File: src/rtl/sm4_key_sched_engine.sv
// SM4 key schedule: ROUNDS_PER_CYCLE rounds per clock into a 32x32 round-key bank; optional zeroize via SM4_KEY_ZEROIZE_EN.
// Latency: 32/ROUNDS_PER_CYCLE cycles from key acceptance to done_out; read port is 1 cycle.
// Backpressure: key_ready_out is low while expanding, so the requester must hold the key.

module sm4_key_t (
    input  logic [31:0] i_x,
    output logic [31:0] o_y
);
    localparam logic [0:255][7:0] SBOX = {
        8'hd6, 8'h90, 8'he9, 8'hfe, 8'hcc, 8'he1, 8'h3d, 8'hb7, 8'h16, 8'hb6, 8'h14, 8'hc2, 8'h28, 8'hfb, 8'h2c, 8'h05,
        8'h2b, 8'h67, 8'h9a, 8'h76, 8'h2a, 8'hbe, 8'h04, 8'hc3, 8'haa, 8'h44, 8'h13, 8'h26, 8'h49, 8'h86, 8'h06, 8'h99,
        8'h9c, 8'h42, 8'h50, 8'hf4, 8'h91, 8'hef, 8'h98, 8'h7a, 8'h33, 8'h54, 8'h0b, 8'h43, 8'hed, 8'hcf, 8'hac, 8'h62,
        8'he4, 8'hb3, 8'h1c, 8'ha9, 8'hc9, 8'h08, 8'he8, 8'h95, 8'h80, 8'hdf, 8'h94, 8'hfa, 8'h75, 8'h8f, 8'h3f, 8'ha6,
        8'h47, 8'h07, 8'ha7, 8'hfc, 8'hf3, 8'h73, 8'h17, 8'hba, 8'h83, 8'h59, 8'h3c, 8'h19, 8'he6, 8'h85, 8'h4f, 8'ha8,
        8'h68, 8'h6b, 8'h81, 8'hb2, 8'h71, 8'h64, 8'hda, 8'h8b, 8'hf8, 8'heb, 8'h0f, 8'h4b, 8'h70, 8'h56, 8'h9d, 8'h35,
        8'h1e, 8'h24, 8'h0e, 8'h5e, 8'h63, 8'h58, 8'hd1, 8'ha2, 8'h25, 8'h22, 8'h7c, 8'h3b, 8'h01, 8'h21, 8'h78, 8'h87,
        8'hd4, 8'h00, 8'h46, 8'h57, 8'h9f, 8'hd3, 8'h27, 8'h52, 8'h4c, 8'h36, 8'h02, 8'he7, 8'ha0, 8'hc4, 8'hc8, 8'h9e,
        8'hea, 8'hbf, 8'h8a, 8'hd2, 8'h40, 8'hc7, 8'h38, 8'hb5, 8'ha3, 8'hf7, 8'hf2, 8'hce, 8'hf9, 8'h61, 8'h15, 8'ha1,
        8'he0, 8'hae, 8'h5d, 8'ha4, 8'h9b, 8'h34, 8'h1a, 8'h55, 8'had, 8'h93, 8'h32, 8'h30, 8'hf5, 8'h8c, 8'hb1, 8'he3,
        8'h1d, 8'hf6, 8'he2, 8'h2e, 8'h82, 8'h66, 8'hca, 8'h60, 8'hc0, 8'h29, 8'h23, 8'hab, 8'h0d, 8'h53, 8'h4e, 8'h6f,
        8'hd5, 8'hdb, 8'h37, 8'h45, 8'hde, 8'hfd, 8'h8e, 8'h2f, 8'h03, 8'hff, 8'h6a, 8'h72, 8'h6d, 8'h6c, 8'h5b, 8'h51,
        8'h8d, 8'h1b, 8'haf, 8'h92, 8'hbb, 8'hdd, 8'hbc, 8'h7f, 8'h11, 8'hd9, 8'h5c, 8'h41, 8'h1f, 8'h10, 8'h5a, 8'hd8,
        8'h0a, 8'hc1, 8'h31, 8'h88, 8'ha5, 8'hcd, 8'h7b, 8'hbd, 8'h2d, 8'h74, 8'hd0, 8'h12, 8'hb8, 8'he5, 8'hb4, 8'hb0,
        8'h89, 8'h69, 8'h97, 8'h4a, 8'h0c, 8'h96, 8'h77, 8'h7e, 8'h65, 8'hb9, 8'hf1, 8'h09, 8'hc5, 8'h6e, 8'hc6, 8'h84,
        8'h18, 8'hf0, 8'h7d, 8'hec, 8'h3a, 8'hdc, 8'h4d, 8'h20, 8'h79, 8'hee, 8'h5f, 8'h3e, 8'hd7, 8'hcb, 8'h39, 8'h48
    };

    logic [31:0] w_b;

    assign w_b = {SBOX[i_x[31:24]], SBOX[i_x[23:16]], SBOX[i_x[15:8]], SBOX[i_x[7:0]]};
    // Key-schedule linear layer: B ^ (B<<<13) ^ (B<<<23)
    assign o_y = w_b ^ {w_b[18:0], w_b[31:19]} ^ {w_b[8:0], w_b[31:9]};
endmodule

module sm4_key_sched_engine #(
    parameter int ROUNDS_PER_CYCLE = 1
) (
    input  logic         clk,
    input  logic         rst_n,
    input  logic [127:0] key_in,
    input  logic         decrypt_in,
    input  logic         key_valid_in,
    output logic         key_ready_out,
    output logic         busy_out,
    output logic         done_out,
    output logic         keys_valid_out,
    input  logic [4:0]   rd_addr_in,
    output logic [31:0]  rd_data_out
`ifdef SM4_KEY_ZEROIZE_EN
    ,
    input  logic         zeroize_in
`endif
);
    localparam int EXP_CYCLES = 32 / ROUNDS_PER_CYCLE;

    if (!(ROUNDS_PER_CYCLE == 1 || ROUNDS_PER_CYCLE == 2 || ROUNDS_PER_CYCLE == 4 ||
          ROUNDS_PER_CYCLE == 8 || ROUNDS_PER_CYCLE == 16 || ROUNDS_PER_CYCLE == 32)) begin : g_bad_rpc
        $fatal(1, "ROUNDS_PER_CYCLE must be 1, 2, 4, 8, 16 or 32");
    end

    typedef enum logic [1:0] {IDLE, EXPAND, DONE} state_t;

    localparam logic [31:0] FK0 = 32'ha3b1bac6;
    localparam logic [31:0] FK1 = 32'h56aa3350;
    localparam logic [31:0] FK2 = 32'h677d9197;
    localparam logic [31:0] FK3 = 32'hb27022dc;

    state_t      r_state;
    logic [31:0] r_k [4];
    logic [31:0] r_bank [32];
    logic [4:0]  r_rcnt;
    logic        r_mode;
    logic [31:0] r_rd_data;
    logic        r_key_ready;
    logic        r_busy;
    logic        r_done;
    logic        r_keys_valid;

    logic [ROUNDS_PER_CYCLE:0][3:0][31:0] w_win;
    logic [31:0] w_ck [ROUNDS_PER_CYCLE];
    logic [31:0] w_t  [ROUNDS_PER_CYCLE];
    logic [31:0] w_rk [ROUNDS_PER_CYCLE];
    logic [4:0]  w_rd_idx;
    logic        w_zero;

`ifdef SM4_KEY_ZEROIZE_EN
    assign w_zero = zeroize_in;
`else
    assign w_zero = 1'b0;
`endif

    // CK byte j of round i is ((4i+j)*7) mod 256, MSB first; 8-bit arithmetic gives the mod for free
    function automatic logic [31:0] ck_gen(input logic [4:0] i);
        logic [31:0] c;
        c = '0;
        for (int j = 0; j < 4; j++) begin
            c[31-8*j -: 8] = ({1'b0, i, 2'b00} + 8'(j)) * 8'd7;
        end
        return c;
    endfunction

    assign w_win[0][0] = r_k[0];
    assign w_win[0][1] = r_k[1];
    assign w_win[0][2] = r_k[2];
    assign w_win[0][3] = r_k[3];

    for (genvar u = 0; u < ROUNDS_PER_CYCLE; u++) begin : g_round
        assign w_ck[u] = ck_gen(r_rcnt + 5'(u));
        sm4_key_t u_t (
            .i_x (w_win[u][1] ^ w_win[u][2] ^ w_win[u][3] ^ w_ck[u]),
            .o_y (w_t[u])
        );
        assign w_rk[u]        = w_win[u][0] ^ w_t[u];
        assign w_win[u+1][0]  = w_win[u][1];
        assign w_win[u+1][1]  = w_win[u][2];
        assign w_win[u+1][2]  = w_win[u][3];
        assign w_win[u+1][3]  = w_rk[u];
    end

    assign w_rd_idx = r_mode ? (5'd31 - rd_addr_in) : rd_addr_in;

    always_ff @(posedge clk or negedge rst_n) begin
        if (!rst_n) begin
            r_state      <= IDLE;
            r_rcnt       <= '0;
            r_mode       <= 1'b0;
            r_rd_data    <= '0;
            r_key_ready  <= 1'b1;
            r_busy       <= 1'b0;
            r_done       <= 1'b0;
            r_keys_valid <= 1'b0;
            for (int j = 0; j < 4; j++) r_k[j] <= '0;
            for (int a = 0; a < 32; a++) r_bank[a] <= '0;
        end else if (w_zero) begin
            r_state      <= IDLE;
            r_rcnt       <= '0;
            r_mode       <= 1'b0;
            r_rd_data    <= '0;
            r_key_ready  <= 1'b1;
            r_busy       <= 1'b0;
            r_done       <= 1'b0;
            r_keys_valid <= 1'b0;
            for (int j = 0; j < 4; j++) r_k[j] <= '0;
            for (int a = 0; a < 32; a++) r_bank[a] <= '0;
        end else begin
            // Reads see the bank before this edge's writes
            r_rd_data <= r_bank[w_rd_idx];
            r_done    <= 1'b0;
            case (r_state)
                IDLE, DONE: begin
                    if (key_valid_in) begin
                        r_k[0]       <= key_in[127:96] ^ FK0;
                        r_k[1]       <= key_in[95:64]  ^ FK1;
                        r_k[2]       <= key_in[63:32]  ^ FK2;
                        r_k[3]       <= key_in[31:0]   ^ FK3;
                        r_mode       <= decrypt_in;
                        r_rcnt       <= '0;
                        r_state      <= EXPAND;
                        r_key_ready  <= 1'b0;
                        r_busy       <= 1'b1;
                        r_keys_valid <= 1'b0;
                    end
                end
                EXPAND: begin
                    for (int u = 0; u < ROUNDS_PER_CYCLE; u++) begin
                        r_bank[r_rcnt + 5'(u)] <= w_rk[u];
                    end
                    for (int j = 0; j < 4; j++) r_k[j] <= w_win[ROUNDS_PER_CYCLE][j];
                    r_rcnt <= r_rcnt + 5'(ROUNDS_PER_CYCLE);
                    if (r_rcnt == 5'(32 - ROUNDS_PER_CYCLE)) begin
                        r_state      <= DONE;
                        r_key_ready  <= 1'b1;
                        r_busy       <= 1'b0;
                        r_done       <= 1'b1;
                        r_keys_valid <= 1'b1;
                    end
                end
                default: begin
                    r_state     <= IDLE;
                    r_key_ready <= 1'b1;
                    r_busy      <= 1'b0;
                end
            endcase
        end
    end

    assign key_ready_out  = r_key_ready;
    assign busy_out       = r_busy;
    assign done_out       = r_done;
    assign keys_valid_out = r_keys_valid;
    assign rd_data_out    = r_rd_data;

    logic w_unused;
    assign w_unused = ^EXP_CYCLES;
endmodule

File: config.mk
export PLATFORM = sky130hd
export DESIGN_NAME = sm4_key_sched_engine
export DESIGN_NICKNAME = d
export VERILOG_FILES = /design/src/rtl/sm4_key_sched_engine.sv
export SDC_FILE = /design/constraint.sdc
export NUM_CORES = 2
export LEC_CHECK = 0
export BUFFER_PORTS_ARGS = -buffer_cell sky130_fd_sc_hd__buf_2
export CORE_MARGIN = 1.5
export CORE_UTILIZATION = 25
export DETAILED_ROUTE_END_ITERATION = 6
export PLACE_DENSITY_LB_ADDON = 0.12
export SYNTH_ARGS = -nofsm -noshare
export SYNTH_HDL_FRONTEND = slang
export SYNTH_SLANG_ARGS = --single-unit
File: constraint.sdc
create_clock -name clk -period 4.82 [get_ports clk]
set_clock_uncertainty 0.2 [all_clocks]
set_input_delay 0.964 -clock clk [delete_from_list [all_inputs] [get_ports clk]]
set_output_delay 0.964 -clock clk [all_outputs]
set_load 0.02 [all_outputs]
==> reports/metrics.yaml <==
status:
  status: "finished with violations"
  violations_in_the_final_reports: "setup timing"
hold_path:
  hold_end: "r_k[2]"
  hold_path_class: "in2reg"
  whs_path_depth: 2
  startpoint_of_the_most_critical_hold_path: "key_in[2]"
cells_and_area:
  final-instance-count-excl-fill: 11461
  share_of_post_route_cells_with_drive_strength_above_1_pct: 30.1
  final_nets: 8017
  most-common-layout-cells: "nand2_1 (1488), dfrtp_1 (1193), o21ai_0 (992), buf_4 (990), nor2_1 (368)"
  layout.cells.most_common: "nand2_1"
  core_occupancy_in_the_finished_layout_pct: 33.5
  area_growth_pct: 33.3
placed_design:
  port-buffer-count: 172
  dpl.cell_count: 11099
  placer_s_final_routability_congestion_estimate: 0.947
  place_hpwl_um: 223000
timing:
  report.final.setup_viol: 1035
  finalMaxSlewViolations: 0
  final-hold-violation-count: 0
  worst_pin_slew_ps: 1250
  timing.max_slew.rel_slack_pct: 16.7
  final.period_utilization_pct: 108
  timing.final.crit_period_ps: 5200
  finalWorstSetupSlack_ps: -384
  rsz_0062_raised_after_global_routing: "yes"
  max_freq_mhz: 192
die:
  fp.dieArea_um2: 266000
  die_height_um: 516
  chipWidth_um: 516
  core_area_um2: 262000
  top_level_ports: 173
  num_rows: 188
  effective_utilization_at_floorplan_pct: 25.1
drt:
  drc_errors: 0
  detail_route.first_pass.iterations: 5
  antenna_left: 0
  dr_total_vias: 60555
  drt_wl_total_um: 334000
  post_drt_via_cell_ratio: 5.28
  route.detailed.wl_per_inst_um: 29.1
  drt-initial-drc-count: 5441
synth:
  synth.ff_latch_count: 1196
  post_synth_inst_count: 6992
  synth_nets: 7179
  synth_cell_type_count: 79
  seq_area_frac_synth_pct: 45.5
  synth-main-ff-cell: "dfrtp_1"
  synthesis.area_per_instance_um2: 9.41
  yosysWarnings: 0
  postSynth.asyncResetShare_pct: 100
  synth-edff-count: 0
  synth_area_um2: 65800
critical_path:
  regToRegEndpoint: "r_bank[501]"
  critical-path-max-stage-delay_ps: 590
  kind_of_critical_path: "reg2reg"
  startpoint_type: "flop"
  crit_chain: "fa_1, buf_4, inv_2, fa_1, xor2_1, buf_4, xor2_4, buf_12, buf_12, buf_6, a211oi_4, a311oi_2, nand4_1, a32oi_2, buf_6, xor2_4, xnor2_4, xnor2_4, buf_12, buf_12, clkbuf_16, o21ai_2"
  worst-endpoint-required_ps: 5250
  cp.arrival_ps: 5630
  critPathMaxFanout: 8
  crit_top_cell: "buf_12"
  worst_r2r_path_depth: 22
  critical_path_buf_inv_count: 10
  setup.reg_to_reg.worst_slack_ps: -380
  regToRegStartpoint: "r_rcnt[3]"
  critPathTopFamily: "buffers and inverters"
  cpMaxStageDelayCell: "fa_1"
  endpoint_kind: "flop"
grt:
  grt_start_max_net_pins: 125
  global_route.usage.total_pct: 24.7
  grt_overflow: 0
  antenna_found_initial: 17
  via_count_of_the_first_global_routing_pass: 60939
  grt_first_pass_wirelength_um: 474000
cts:
  cts.reportedPaths.clkPinSlew_ps: 90
  tritoncts.num_buffers: 141
  cts_buffer_depth: 3
  cts_root_buffer: "clkbuf_16"
  clk_latency_ps: 790
  cts_max_level: 4
  cts_num_sinks: 1196
  cts_tree: "done"
run:
  drv_cap: 0
-- layer usage --
| metal | wire, µm | GRT usage, % | part of all wire [%] |
|---|---|---|---|
| met2 | 150000 | 38.5 | 45 |
| met5 | 98 | 0 | 0.029 |
| met1 | 154000 | 35.2 | 46 |
| met4 | 13000 | 8.67 | 3.9 |
| met3 | 17200 | 2.70 | 5.2 |
-- cell type report --
class | count | area, µm²
Sequential cell | 1196 | 29900
Multi-Input combinational cell | 5093 | 36000
Inverter | 23 | 86.3
Fill cell | 27082 | 174000
Antenna cell | 7 | 17.5
Clock inverter | 33 | 541
Timing Repair Buffer | 1375 | 12600
Tap cell | 3515 | 4400
Clock buffer | 219 | 4160
-- logic make-up after synthesis --
group                      share of synthesized area, %
muxes                                              12.8
DFF                                                45.5
buffers and inverters                              4.24
AOI/OAI and AO/OA                                  19.5
xor gates and xnor gates                           3.40
adders and majority gates                          1.03
and+or+nand+nor                                    13.5
-- Yosys cell counts (48+ instances only) --
library cell | n | share of area [%]
mux4_2 | 320 | 11
a31oi_1 | 98 | 0.93
clkbuf_1 | 530 | 3.0
buf_1 | 48 | 0.27
xor2_1 | 66 | 0.88
xnor2_1 | 128 | 1.7
a21oi_1 | 315 | 2.4
nor3_1 | 75 | 0.57
nand3_1 | 93 | 0.71
a211oi_1 | 62 | 0.71
nand2_1 | 1516 | 8.7
o221ai_1 | 49 | 0.65
o21ai_0 | 1168 | 8.9
mux2_2 | 98 | 1.7
nor2_1 | 380 | 2.2
o211ai_1 | 55 | 0.63
dfrtp_1 | 1195 | 45
o21ai_1 | 67 | 0.51
buf_2 | 94 | 0.72
-- worst max path at each step --
stage                     slack, ps  cells past startpoint      start           end
after global routing           -510                     22  r_rcnt[2]   r_bank[213]
after floorplan                   2                     16  r_rcnt[2]  r_bank[1017]
after global placement         -830                     21  r_rcnt[1]   r_bank[128]
after detailed placement       -840                     21  r_rcnt[0]     r_bank[0]
after CTS                      -370                     20  r_rcnt[1]   r_bank[410]
final                          -380                     22  r_rcnt[3]   r_bank[501]
-- timing repair --
action / CTS / global route
hold endpoints to repair: 7 / 0
resized for setup: 409 / 178
pin swaps: 81 / 73
hold buffers: 1 / 0
gates cloned: 24 / 11
endpoints found under the setup margin: 1056 / 1056
setup buffers: 61 / 15
-- metrics by stage --
stage	setup slack [ps]	TNS (ps)	instance area (µm²)	hold slack, ps
floorplan	2.12	0	65800	241
detailed placement	-839	-540410	79200	262
global route	-511	-335600	87700	143
global placement	-827	-565270	79200	256
finish	-384	-180440	87700	186
CTS	-373	-175350	86600	124
-- worst reg2reg max path, cell delays in order (launching register included) --
cell and delay [ps]:
dfrtp_1 410, fa_1 570, buf_4 120, inv_2 30, fa_1 590, xor2_1 160
buf_4 200, xor2_4 170, buf_12 170, buf_12 120, buf_6 90, a211oi_4 30
a311oi_2 300, nand4_1 250, a32oi_2 370, buf_6 180, xor2_4 230, xnor2_4 170
xnor2_4 150, buf_12 160, buf_12 150, clkbuf_16 180, o21ai_2 60
-- registers in the layout, indices dropped and copies added, names as in the netlist, 2 cells and up --
register	count
r_k	128
r_rcnt	5
rd_data_out	32
r_bank	1024
r_state	2
Power is left out: the tool's default activity adds up to more than one toggle a clock period on the data nets, which glitch-free logic cannot reach.
